**config.mk**
```make
export PLATFORM = sky130hd
export DESIGN_NAME = buffer_mux_scheduler
export DESIGN_NICKNAME = d
export VERILOG_FILES = /design/src/rtl/buffer_mux_scheduler.sv
export SDC_FILE = /design/constraint.sdc
export NUM_CORES = 1
export LEC_CHECK = 0
export ABC_AREA = 1
export CELL_PAD_IN_SITES_DETAIL_PLACEMENT = 1
export CELL_PAD_IN_SITES_GLOBAL_PLACEMENT = 1
export CORE_MARGIN = 2
export CORE_UTILIZATION = 40
export CTS_BUF_LIST = sky130_fd_sc_hd__clkbuf_4
export CTS_CLUSTER_DIAMETER = 120
export CTS_CLUSTER_SIZE = 20
export DETAILED_ROUTE_END_ITERATION = 10
export PLACE_DENSITY = 0.91
export SLEW_MARGIN = 40
export SYNTH_ARGS = -nofsm -noshare
export SYNTH_HDL_FRONTEND = slang
export SYNTH_SLANG_ARGS = --single-unit
```
**constraint.sdc**
```tcl
create_clock -name clk -period 2.7 [get_ports clk]
set_input_delay 0.54 -clock clk [delete_from_list [all_inputs] [get_ports clk]]
set_output_delay 0.54 -clock clk [all_outputs]
set_load 0.02 [all_outputs]
```
**src/rtl/buffer_mux_scheduler.sv**
```systemverilog
// rtl/buffer_mux_scheduler.sv - sequences buffer refills and muxer selector steps for the Saber multiplier
module buffer_mux_scheduler #(
    parameter int MULTIPLIERS = 1,
    parameter int N_COEFF     = 256,
    parameter int STEP_W      = 8
) (
    input  logic              clk,
    input  logic              rst,
    input  logic              start,
    input  logic              mode_ten_bit,
    output logic              buf_load_req,
    input  logic              buf_load_ack,
    output logic [3:0]        selector,
    output logic              ten_bit_coeff,
    output logic              coeff_valid,
    input  logic              coeff_ready,
    output logic              busy,
    output logic              done,
    output logic [STEP_W-1:0] step_cnt
);

    localparam logic [1:0] S_IDLE = 2'd0;
    localparam logic [1:0] S_LOAD = 2'd1;
    localparam logic [1:0] S_RUN  = 2'd2;
    localparam logic [1:0] S_FIN  = 2'd3;

    localparam int                TOTAL   = N_COEFF / (MULTIPLIERS + 1);
    localparam logic [STEP_W-1:0] TOTAL_C = STEP_W'(TOTAL);
    localparam logic [STEP_W-1:0] ONE_C   = STEP_W'(1);

    logic [1:0]        state;
    logic [3:0]        last_sel;
    logic [STEP_W-1:0] step_next;
    logic              handshake;

    // Packed 10-bit coefficients fill the muxer in two selector positions
    assign last_sel  = ten_bit_coeff ? 4'd1 : 4'd12;
    assign step_next = step_cnt + ONE_C;
    assign handshake = coeff_valid && coeff_ready;

    always_ff @(posedge clk) begin
        if (rst) begin
            state         <= S_IDLE;
            selector      <= 4'd0;
            ten_bit_coeff <= 1'b0;
            coeff_valid   <= 1'b0;
            buf_load_req  <= 1'b0;
            busy          <= 1'b0;
            done          <= 1'b0;
            step_cnt      <= '0;
        end else begin
            done <= 1'b0;
            case (state)
                S_IDLE: begin
                    if (start) begin
                        ten_bit_coeff <= mode_ten_bit;
                        busy          <= 1'b1;
                        step_cnt      <= '0;
                        selector      <= 4'd0;
                        buf_load_req  <= 1'b1;
                        state         <= S_LOAD;
                    end
                end
                S_LOAD: begin
                    if (buf_load_ack && buf_load_req) begin
                        buf_load_req <= 1'b0;
                        selector     <= 4'd0;
                        coeff_valid  <= 1'b1;
                        state        <= S_RUN;
                    end
                end
                S_RUN: begin
                    if (handshake) begin
                        step_cnt <= step_next;
                        // End of polynomial wins over the group wrap so a partial group never refills
                        if (step_next == TOTAL_C) begin
                            coeff_valid <= 1'b0;
                            busy        <= 1'b0;
                            done        <= 1'b1;
                            state       <= S_FIN;
                        end else if (selector == last_sel) begin
                            selector     <= 4'd0;
                            coeff_valid  <= 1'b0;
                            buf_load_req <= 1'b1;
                            state        <= S_LOAD;
                        end else begin
                            selector <= selector + 4'd1;
                        end
                    end
                end
                S_FIN: begin
                    state <= S_IDLE;
                end
                default: begin
                    state <= S_IDLE;
                end
            endcase
        end
    end

endmodule

```
==> results.md <==
Floorplan:
- The initial utilization of the core area, before any placement, comes to 41.6%.
- The die width is 57.3 um.
- The die covers 3290 um^2.
- The top-level I/O count is 23.
- The standard cell core area is 2730 um^2.
- From bottom edge to top edge, the die measures 57.3 um.
- After floorplanning, the core was divided into 19 placement rows.

Pwr:
- In this run the static leakage power is 0.601 nW.
- The ratio of total power to cell area is 795 nW/um^2.
- The worst supply voltage drop on vdd is 570 uV.

Worst setup path:
- The sort of element at the end of the critical path is a primary output.
- The critical path startpoint category is a flip-flop.
- The arrival time of data at the critical path endpoint is 1.46 ns.
- The worst endpoint required time is 2.16 ns.
- The dominant delay contributor by cell family on the critical path is buffers and inverters.
- The critical path class is flip-flop to primary output.
- The worst register-to-register path has a setup slack of 0.83 ns.
- The delay contributed by the slowest stage of the critical path is 0.66 ns.
- Walking the worst path, the cells encountered are clkdlybuf4s50_1.
- Among all stages on the critical path, the largest delay is contributed by clkdlybuf4s50_1.
- The critical path buffer and inverter count is 1.
- Of all nets on the critical path, the largest fanout is 7.

Timing:
- Between clock sinks in the finished design, the worst skew comes to 0.00421 ns.
- The setup total negative slack is 0 ns.
- The worst max-slew margin expressed relative to the limit is 76.6%.
- The number of endpoints with negative hold slack in the final report was 0.
- Setup repair after global routing left no endpoint under its margin.
- The post-layout minimum cycle time is 2.00 ns.
- On the final layout, the worst hold slack is 0.482 ns.
- For the pin with the worst max-slew slack, the measured transition is 0.351 ns.
- Setup violations remaining at the end of the flow were counted as 0.
- Timing would allow up to 0.501 GHz.
- The number of pins exceeding their max-slew limit in the final report is 0.
- After layout, the worst path uses 73.9% of the clock period.

Synth:
- The synthesized netlist cell count is 167.
- The mean post-synth cell area is 6.81 um^2.
- After synthesis, the share of flip-flops with an asynchronous set or reset is 0%.
- In the synthesized netlist, the cells that appear most often are 40 x nand2_1, 26 x inv_1, 19 x dfxtp_1, 19 x nor2_1, 11 x nand3_1.
- When the netlist entered floorplanning its net count stood at 176.
- nand2_1 is the most common cell in the netlist.
- The largest family of logic cells by synthesized area is simple AND/OR/NAND/NOR gates.
- The cell area after synthesis is 1140 um^2.
- Sorting the synthesized cells by area gives the leading types as dfxtp_1 33%, nand2_1 13%, inv_1 8.6%.
- The adder-cell area share of the yosys netlist is 3.30%.
- Summed over its instances, the top area cell type makes up 33.4% of the synthesized netlist area.
- For this run, the number of Yosys warnings is 0.
- The synthesized netlist devotes 11.2% of its cell area to compound gates.
- The count of distinct cell types in the synthesized netlist is 24.
- The count of state elements after synthesis is 19.
- Sequential elements use 33.4% of the synthesized area.
- Multiplexer cells account for 0% of the synthesized area.
- After Yosys synthesis, and, or, nand and nor cells account for 39.8% of the synthesized area.
- After Yosys synthesis, XOR and XNOR cells account for 2.31% of the synthesized area.
- dfxtp_1 takes more of the synthesized area than any other cell.
- In this run, synthesis inferred 0 flip-flops with an integrated enable.
- The main flop type after synthesis is dfxtp_1.

Detailed routing:
- The final routed wire length divided by cell count is 13.8 um.
- The via density per instance is 5.26.
- In the routed design, unresolved DRC markers number 0.
- In this run the remaining antenna-violating nets after routing total 0.
- The first routing iteration left 45 violations.
- The total via count after detailed routing is 1172.
- After detailed routing, the total wire length is 3.08 mm.
- The length of the first detailed-routing pass in iterations is 4.

Clocking:
- The H-tree depth is 1.
- The number of setup buffers added after CTS is 0.
- Hold repair after CTS inserted 0 buffers.
- The number of sinks driven by the clock tree is 19.
- For the worst-skew pair, the clock arrives at the later sink with an insertion delay of 0.32 ns.
- The number of gates resized after cts is 0.
- The CTS root buffer is clkbuf_4.
- Counting the buffers created by CTS gives 3.
- The buffer levels on the longest clock path is 2.
- After clock tree synthesis, the clock-pin slew on the worst setup and hold paths is 0.11 ns.
- TritonCTS built the clock tree.

Placement:
- After detailed placement, the design holds a cell count of 219.
- The routability-driven placement congestion ratio is 0.847.
- After legalization and detailed placement, the total HPWL measured 2.44 mm.
- The count of input and output buffers is 22.

Finish:
- The final design utilization is 51.8%.
- The repair_antennas step left the layout with diodes totalling 0.
- The count of nets after finishing is 202.
- The post-route netlist has 9.38% of its cells at a drive strength greater than 1.
- The area overhead of the layout relative to synthesis is 24.4%.
- The final non-filler cell total is 223.

Global routing:
- Entering global routing, the biggest net connects 12 pins.
- For met3 alone, demand over resource in global routing was 3.17%.
- The via count of the first global-routing pass is 1169.
- The initial antenna violation count is 0.
- The routing usage on met1 is 26.5%.
- In this run the most used layer during global routing was met2.
- The global route total overflow is 0.
- The first global-routing pass estimated 5.25 mm of wire.
- Across every metal layer, demand over resource in global routing totals 21.1%.
- Global routing consumed, on the met2 layer, 34.0% of the routing resources.

Outcome:
- The run finished with clean final reports.

Run:
- The number of violations of the max-capacitance limit is 0.

Hold path:
- The worst hold path belongs to the class flip-flop to flip-flop.
==> per-layer routing <==
layer,vias up,wire length [um],part of all wire (%)
li1,590,-,-
met1,549,1380,45
met3,7,101,3.3
met5,-,0,0
met4,0,83,2.7
met2,26,1520,49
==> cell usage in the layout (no fill, tap or decap) <==
| cell type | n |
|---|---|
| nand3_1 | 11 |
| inv_1 | 26 |
| nor3_1 | 2 |
| nand4_4 | 1 |
| dfxtp_1 | 19 |
| clkdlybuf4s50_1 | 22 |
| o22ai_1 | 4 |
| a211oi_1 | 2 |
| o21bai_1 | 1 |
| nand3_2 | 2 |
| nand4_1 | 5 |
| xnor2_1 | 1 |
| nand2_2 | 4 |
| o21ai_0 | 6 |
| clkinv_1 | 1 |
| nor2_4 | 3 |
| xor2_1 | 2 |
| nor2_2 | 3 |
| nand2_1 | 40 |
| o21ai_1 | 2 |
| clkbuf_4 | 4 |
| nor3_4 | 1 |
| a21oi_1 | 8 |
| ha_1 | 3 |
| nor2_1 | 19 |
==> stage by stage <==
step,power [W],setup WS [ns],area [um^2]
after floorplan,0.000776,0.981,1140
after global placement,0.000932,0.700,1390
after detailed placement,0.000965,0.629,1390
after CTS,0.00114,0.687,1420
after global routing,0.00121,0.641,1420
final,0.00112,0.704,1420
==> kinds of logic (layout without fill, tap and decap cells) <==
| kind of cell | after synthesis | after routing |
|---|---|---|
| XOR/XNOR | 3 | 3 |
| AND/OR/NAND/NOR | 91 | 91 |
| adder cells (fa/ha/maj) | 3 | 3 |
| flip-flops | 19 | 19 |
| buffers and inverters | 28 | 53 |
| AO/OA/AOI/OAI | 23 | 23 |
==> final timing paths <==
path / from / to / depth (start not counted)
setup / recovery: step_cnt[2] / step_cnt[2] / 1
setup reg to reg: step_cnt[1] / state[1] / 13
hold / removal: buf_load_req / buf_load_req / 2
hold reg to reg: buf_load_req / buf_load_req / 2
==> layout make-up <==
type	count	area [um^2]
clock buffers	4	30.0
fillers	357	1320
inverters	27	101
multi-input cells	120	644
flip-flops and latches	19	380
well taps	31	38.8
repair buffers	22	220
==> sequential cells by signal (all words and copies together), names as in the netlist <==
signal,cells
buf_load_req,1
busy,1
coeff_valid,1
done,1
selector,4
state,2
step_cnt,8
ten_bit_coeff,1
==> power by group <==
part	internal (W)	leakage, nW	switching, W
clock	0.0000680	0.0184	0.0000969
combinational	0.000214	0.427	0.000341
sequential	0.000337	0.156	0.0000679
total	0.000619	0.601	0.000506
Power figures use the tool's default switching activity.
